`config.mk`:
```
export PLATFORM = sky130hd
export DESIGN_NAME = reset_sequencer
export DESIGN_NICKNAME = d
export VERILOG_FILES = /design/src/rtl/reset_sequencer.sv
export SDC_FILE = /design/constraint.sdc
export NUM_CORES = 1
export LEC_CHECK = 0
export CAP_MARGIN = 20
export CORE_UTILIZATION = 59
export CTS_CLUSTER_DIAMETER = 80
export DETAILED_ROUTE_END_ITERATION = 7
export PLACE_DENSITY = 0.78
export SYNTH_ARGS = -nofsm -noshare
export SYNTH_HDL_FRONTEND = slang
export SYNTH_SLANG_ARGS = --single-unit
```
`constraint.sdc`:
```
create_clock -name clk -period 2.3 [get_ports clk]
set_input_delay 0.69 -clock clk [delete_from_list [all_inputs] [get_ports clk]]
set_output_delay 0.69 -clock clk [all_outputs]
set_load 0.1 [all_outputs]
```
`src/rtl/reset_sequencer.sv`:
```
// reset_sequencer: power-on / PLL reset sequencer.
// Holds all PLLs in reset for a fixed time, waits for every synchronised lock
// to stay high long enough, then releases the domain resets one at a time in
// index order. A lock drop or a software request restarts the whole chain.
// Ports:
//   clk, rst_n    : board clock, asynchronous active-low reset
//   pll_lock      : raw PLL lock inputs (asynchronous, 3-flop synchronised)
//   sw_reset      : single-cycle request to re-sequence everything
//   pll_rst_n     : PLL resets (all bits identical)
//   domain_rst_n  : sequenced downstream resets, active-low
//   all_ready     : high only in RUN
//   lock_lost     : one-cycle pulse on a lock drop in RELEASE/RUN
//   timeout       : one-cycle pulse on a WAIT_LOCK timeout
//   retry_count   : saturating count of WAIT_LOCK timeouts
//   state         : 0 PLL_RESET, 1 WAIT_LOCK, 2 RELEASE, 3 RUN
module reset_sequencer #(
  parameter int unsigned NUM_PLLS              = 2,
  parameter int unsigned NUM_DOMAINS           = 4,
  parameter int unsigned PLL_RST_CYCLES        = 256,
  parameter int unsigned LOCK_STABLE_CYCLES    = 1024,
  parameter int unsigned DOMAIN_STAGGER_CYCLES = 16,
  parameter int unsigned LOCK_TIMEOUT_CYCLES   = 65536
) (
  input  logic                   clk,
  input  logic                   rst_n,
  input  logic [NUM_PLLS-1:0]    pll_lock,
  input  logic                   sw_reset,
  output logic [NUM_PLLS-1:0]    pll_rst_n,
  output logic [NUM_DOMAINS-1:0] domain_rst_n,
  output logic                   all_ready,
  output logic                   lock_lost,
  output logic                   timeout,
  output logic [7:0]             retry_count,
  output logic [1:0]             state
);

  localparam int unsigned RST_W = $clog2(PLL_RST_CYCLES + 1);
  localparam int unsigned STB_W = $clog2(LOCK_STABLE_CYCLES + 1);
  localparam int unsigned TO_W  = $clog2(LOCK_TIMEOUT_CYCLES + 1);
  localparam int unsigned STG_W = $clog2(DOMAIN_STAGGER_CYCLES + 1);
  localparam int unsigned IDX_W = $clog2(NUM_DOMAINS + 1);

  typedef enum logic [1:0] {
    S_PLL_RESET = 2'd0,
    S_WAIT_LOCK = 2'd1,
    S_RELEASE   = 2'd2,
    S_RUN       = 2'd3
  } state_t;

  state_t                 state_q, state_d;
  logic [NUM_PLLS-1:0]    pll_rst_n_d;
  logic [NUM_DOMAINS-1:0] domain_rst_n_d;
  logic                   all_ready_d, lock_lost_d, timeout_d;
  logic [7:0]             retry_count_d;
  logic [RST_W-1:0]       rst_cnt, rst_cnt_d;
  logic [STB_W-1:0]       stab_cnt, stab_cnt_d;
  logic [TO_W-1:0]        to_cnt, to_cnt_d;
  logic [STG_W-1:0]       stag_cnt, stag_cnt_d;
  logic [IDX_W-1:0]       dom_idx, dom_idx_d;

  logic [NUM_PLLS-1:0]    sync1, sync2, sync3;
  logic                   locked;

  assign state  = state_q;
  assign locked = &sync3;

  // Per-bit 3-flop lock synchroniser
  always_ff @(posedge clk or negedge rst_n) begin
    if (!rst_n) begin
      sync1 <= '0;
      sync2 <= '0;
      sync3 <= '0;
    end else begin
      sync1 <= pll_lock;
      sync2 <= sync1;
      sync3 <= sync2;
    end
  end

  // State, output and counter registers
  always_ff @(posedge clk or negedge rst_n) begin
    if (!rst_n) begin
      state_q      <= S_PLL_RESET;
      pll_rst_n    <= '0;
      domain_rst_n <= '0;
      all_ready    <= 1'b0;
      lock_lost    <= 1'b0;
      timeout      <= 1'b0;
      retry_count  <= 8'd0;
      rst_cnt      <= '0;
      stab_cnt     <= '0;
      to_cnt       <= '0;
      stag_cnt     <= '0;
      dom_idx      <= '0;
    end else begin
      state_q      <= state_d;
      pll_rst_n    <= pll_rst_n_d;
      domain_rst_n <= domain_rst_n_d;
      all_ready    <= all_ready_d;
      lock_lost    <= lock_lost_d;
      timeout      <= timeout_d;
      retry_count  <= retry_count_d;
      rst_cnt      <= rst_cnt_d;
      stab_cnt     <= stab_cnt_d;
      to_cnt       <= to_cnt_d;
      stag_cnt     <= stag_cnt_d;
      dom_idx      <= dom_idx_d;
    end
  end

  // Next-state and next-output logic
  always_comb begin
    state_d        = state_q;
    pll_rst_n_d    = pll_rst_n;
    domain_rst_n_d = domain_rst_n;
    all_ready_d    = all_ready;
    lock_lost_d    = 1'b0;
    timeout_d      = 1'b0;
    retry_count_d  = retry_count;
    rst_cnt_d      = rst_cnt;
    stab_cnt_d     = stab_cnt;
    to_cnt_d       = to_cnt;
    stag_cnt_d     = stag_cnt;
    dom_idx_d      = dom_idx;

    if (sw_reset) begin
      // Software request overrides everything, without pulses or retry count
      state_d        = S_PLL_RESET;
      pll_rst_n_d    = '0;
      domain_rst_n_d = '0;
      all_ready_d    = 1'b0;
      rst_cnt_d      = '0;
      stab_cnt_d     = '0;
      to_cnt_d       = '0;
      stag_cnt_d     = '0;
      dom_idx_d      = '0;
    end else begin
      case (state_q)
        S_PLL_RESET: begin
          if (rst_cnt == RST_W'(PLL_RST_CYCLES - 1)) begin
            state_d     = S_WAIT_LOCK;
            pll_rst_n_d = '1;
            rst_cnt_d   = '0;
            stab_cnt_d  = '0;
            to_cnt_d    = '0;
          end else begin
            rst_cnt_d = rst_cnt + RST_W'(1);
          end
        end
        S_WAIT_LOCK: begin
          // Stability completion wins over a same-cycle timeout
          if (locked && stab_cnt == STB_W'(LOCK_STABLE_CYCLES - 1)) begin
            state_d    = S_RELEASE;
            stab_cnt_d = '0;
            to_cnt_d   = '0;
            stag_cnt_d = '0;
            dom_idx_d  = '0;
          end else if (to_cnt == TO_W'(LOCK_TIMEOUT_CYCLES - 1)) begin
            state_d     = S_PLL_RESET;
            pll_rst_n_d = '0;
            timeout_d   = 1'b1;
            if (retry_count != 8'hFF) retry_count_d = retry_count + 8'd1;
            rst_cnt_d   = '0;
            stab_cnt_d  = '0;
            to_cnt_d    = '0;
          end else begin
            stab_cnt_d = locked ? stab_cnt + STB_W'(1) : '0;
            to_cnt_d   = to_cnt + TO_W'(1);
          end
        end
        S_RELEASE: begin
          if (!locked) begin
            state_d        = S_PLL_RESET;
            pll_rst_n_d    = '0;
            domain_rst_n_d = '0;
            lock_lost_d    = 1'b1;
            rst_cnt_d      = '0;
          end else if (dom_idx == IDX_W'(NUM_DOMAINS)) begin
            state_d     = S_RUN;
            all_ready_d = 1'b1;
          end else if (stag_cnt == STG_W'(DOMAIN_STAGGER_CYCLES - 1)) begin
            for (int unsigned i = 0; i < NUM_DOMAINS; i++) begin
              if (dom_idx == IDX_W'(i)) domain_rst_n_d[i] = 1'b1;
            end
            dom_idx_d  = dom_idx + IDX_W'(1);
            stag_cnt_d = '0;
          end else begin
            stag_cnt_d = stag_cnt + STG_W'(1);
          end
        end
        S_RUN: begin
          if (!locked) begin
            state_d        = S_PLL_RESET;
            pll_rst_n_d    = '0;
            domain_rst_n_d = '0;
            all_ready_d    = 1'b0;
            lock_lost_d    = 1'b1;
            rst_cnt_d      = '0;
          end
        end
        default: state_d = S_PLL_RESET;
      endcase
    end
  end

endmodule

```
==> metrics <==
status=completed; Final Hold Fails=0; Final setup viols=0; area added between synthesis and finish=20.3%; Setup crit start kind=primary input; final global-route overflow total=0; Synth Instances=355; Final Core Density=75.0%; Pwr per Cell Area=628 nW/µm²; clk_lat worst skew=350 ps; critical path data required time=2530 ps; max-cap violation count=0; drt drc=0; Crit Path Max Fanout=5; post-CTS sizing=0; TritonRoute pass-1 iters=4; first-pass GRT wire length=13,100 µm; diode count=0; Yosys top cell area share=49.1%; clk sinks=69; Num CTS Buffers=9; clk slew on worst S/H paths=80 ps; Synth area leaders=dfrtp_1 (49%), ha_1 (3.6%), xnor2_1 (3.5%); count of input and output buffers=23; critical path's largest stage delay=440 ps; Seq/Total Area, Yosys=49.1%; Hold Path Class=primary input to async pin; critical path class=primary input to flip-flop; most frequent cells in the layout=dfrtp_1 (67), buf_4 (45), nand2_1 (32), nor2_1 (30), nand3_1 (24); hpwl dp=5240 µm; buffers inserted during post-CTS setup optimization=0; f_max=447 MHz; vias=2,897; #FFs+latches synth=69; CP bufs+invs=1; Top FF cell, synth=dfrtp_1; worst slew pin tran=474 ps; max-slew violation count=0; worst-path cell chain=clkdlybuf4s50_1, or3b_4, a41oi_2, and4_1, mux2_2; final net count=422; fraction of layout instances using a drive strength above 1=19.9%; Post-synth EDFFs=0; slowest stage cell, crit path=clkdlybuf4s50_1; Synth Cell Area=3520 µm²; Netlist cell types=53; Fin Setup TNS=0 ps; core footprint=5640 µm²; Placement Rows=27; initial antenna violation count=0; Leak=0.00191 µW; CP arrival=2470 ps; WL/cell=15.8 µm; CTS root buf=clkbuf_8; final WL=7640 µm; Crit. End Element=flip-flop; final period utilization=97.3%; chip width=79.2 µm; Die ar.=6280 µm²; Final WS setup=62.5 ps; CTS tree=built; syn_nets=370; gpl congestion=0.901; FF-to-FF path depth=7; pre-CTS setup slack=-293 ps; Initial Utilization=62.4%; min Tclk post-route=2240 ps; FF-to-FF Start=rst_cnt[0]$_DFFE_PN0P_; Die H=79.2 µm; final instance area=4230 µm²; cell taking the most area after synthesis=dfrtp_1; H-tree depth=3; vias in the first global route=2,768; worst reg2reg endpoint=to_cnt[14]$_DFFE_PN0P_; r2r setup slk=140 ps; Synth Warn #=0; placed cell areas=4020 µm²; Initial DRC Count=204; RSZ-0062 raised after global routing=no; most common cell after layout, fill and taps aside=dfrtp_1; Antenna Nets Post-Route=0; hold buffer count at cts=0; Slew headroom=68.2%; IO Pins=24; Post-synth ARST share=100%; syn avg cell area=9.91 µm²; Clock Tree Buf Depth=2; total track usage=26.9%; pin count of the biggest net entering global routing=44; worst vdd ir=0.494 mV; vias per inst=5.99; Top delay family on crit path=simple AND/OR/NAND/NOR gates; Final Skew=7.80 ps
## synthesized netlist by cell type (2+ instances only)
master    instances
a211oi_1          2
a21boi_0          4
a21oi_1          19
a21oi_2           2
a22o_1            8
a31oi_1          12
a41oi_1           3
and2_1            3
and3_1            6
and4_1            4
buf_2             5
buf_4             3
buf_6             2
clkbuf_1          4
dfrtp_1          69
ha_1             10
inv_1             7
mux2_2            3
nand2_1          32
nand2b_1          4
nand3_1          24
nand4_1          11
nor2_1           30
nor2b_1           4
nor3_1            9
nor3b_1           2
nor4_1            2
o21a_1            4
o21ai_0          21
o41ai_1           3
or2_1             2
or3_1             3
or4_1             3
xnor2_1          14
xor2_1            3
## kinds of logic (layout without fill, tap and decap cells)
| logic type | after synthesis | after routing | share of synthesized area, % |
|---|---|---|---|
| AO/OA/AOI/OAI | 87 | 87 | 16.7 |
| AND/OR/NAND/NOR | 148 | 148 | 22.4 |
| adder cells (fa/ha/maj) | 10 | 10 | 3.55 |
| flip-flops | 69 | 69 | 49.1 |
| XOR/XNOR | 17 | 17 | 4.23 |
| buffers and inverters | 21 | 78 | 3.16 |
| multiplexers | 3 | 3 | 0.960 |
## power breakdown
part	switching (µW)	total (µW)	internal, µW	leakage [µW]
Sequential	51.2	1310	1250	0.000937
Combinational	180	295	115	0.000872
Clock	472	1060	589	0.000106
Total	702	2660	1960	0.00191
## worst max path at each step
stage | endpoint | cells past startpoint | slack (ps) | start
finish | retry_count[1]$_DFFE_PN0P_ | 5 | 60 | sw_reset
global route | retry_count[1]$_DFFE_PN0P_ | 5 | 20 | sw_reset
CTS | retry_count[1]$_DFFE_PN0P_ | 5 | 60 | sw_reset
detailed placement | retry_count[1]$_DFFE_PN0P_ | 5 | -290 | sw_reset
global placement | to_cnt[13]$_DFFE_PN0P_ | 5 | -230 | sw_reset
floorplan | retry_count[1]$_DFFE_PN0P_ | 6 | -10 | retry_count[0]$_DFFE_PN0P_
## sequential cells by signal (all words and copies together), names as in the netlist
name,cells
to_cnt,17
stab_cnt,11
rst_cnt,9
retry_count,8
stag_cnt,5
domain_rst_n,4
dom_idx,3
state,2
sync1,2
sync2,2
sync3,2
all_ready,1
lock_lost,1
pll_rst_n,1
timeout,1
## metal layers
layer | vias up | share of wire (%) | wire length, µm | track usage, %
li1 | 1404 | - | - | -
met4 | 0 | 1.7 | 133 | 9.64
met2 | 73 | 47 | 3600 | 41.1
met1 | 1406 | 48 | 3640 | 38.5
met5 | - | 0 | 0 | 0
met3 | 14 | 3.3 | 254 | 4.48
## through the flow
stage / total power (µW) / hold WS [ps] / instances
2_1_floorplan: 1500 / 331 / 355
3_3_place_gp: 1610 / 331 / 468
3_5_place_dp: 1620 / 335 / 468
4_1_cts: 2660 / 274 / 484
5_1_grt: 2760 / 290 / 484
6_report: 2660 / 266 / 484
## layout make-up
| type | count | area (µm²) |
|---|---|---|
| clock buffer | 13 | 169 |
| inverter | 7 | 26.3 |
| sequential | 69 | 1730 |
| tap | 72 | 90.1 |
| clock inverter | 3 | 42.5 |
| fill | 395 | 1410 |
| multi-input combinational | 265 | 1680 |
| timing repair buffer | 55 | 493 |
Power figures use the tool's default switching activity.
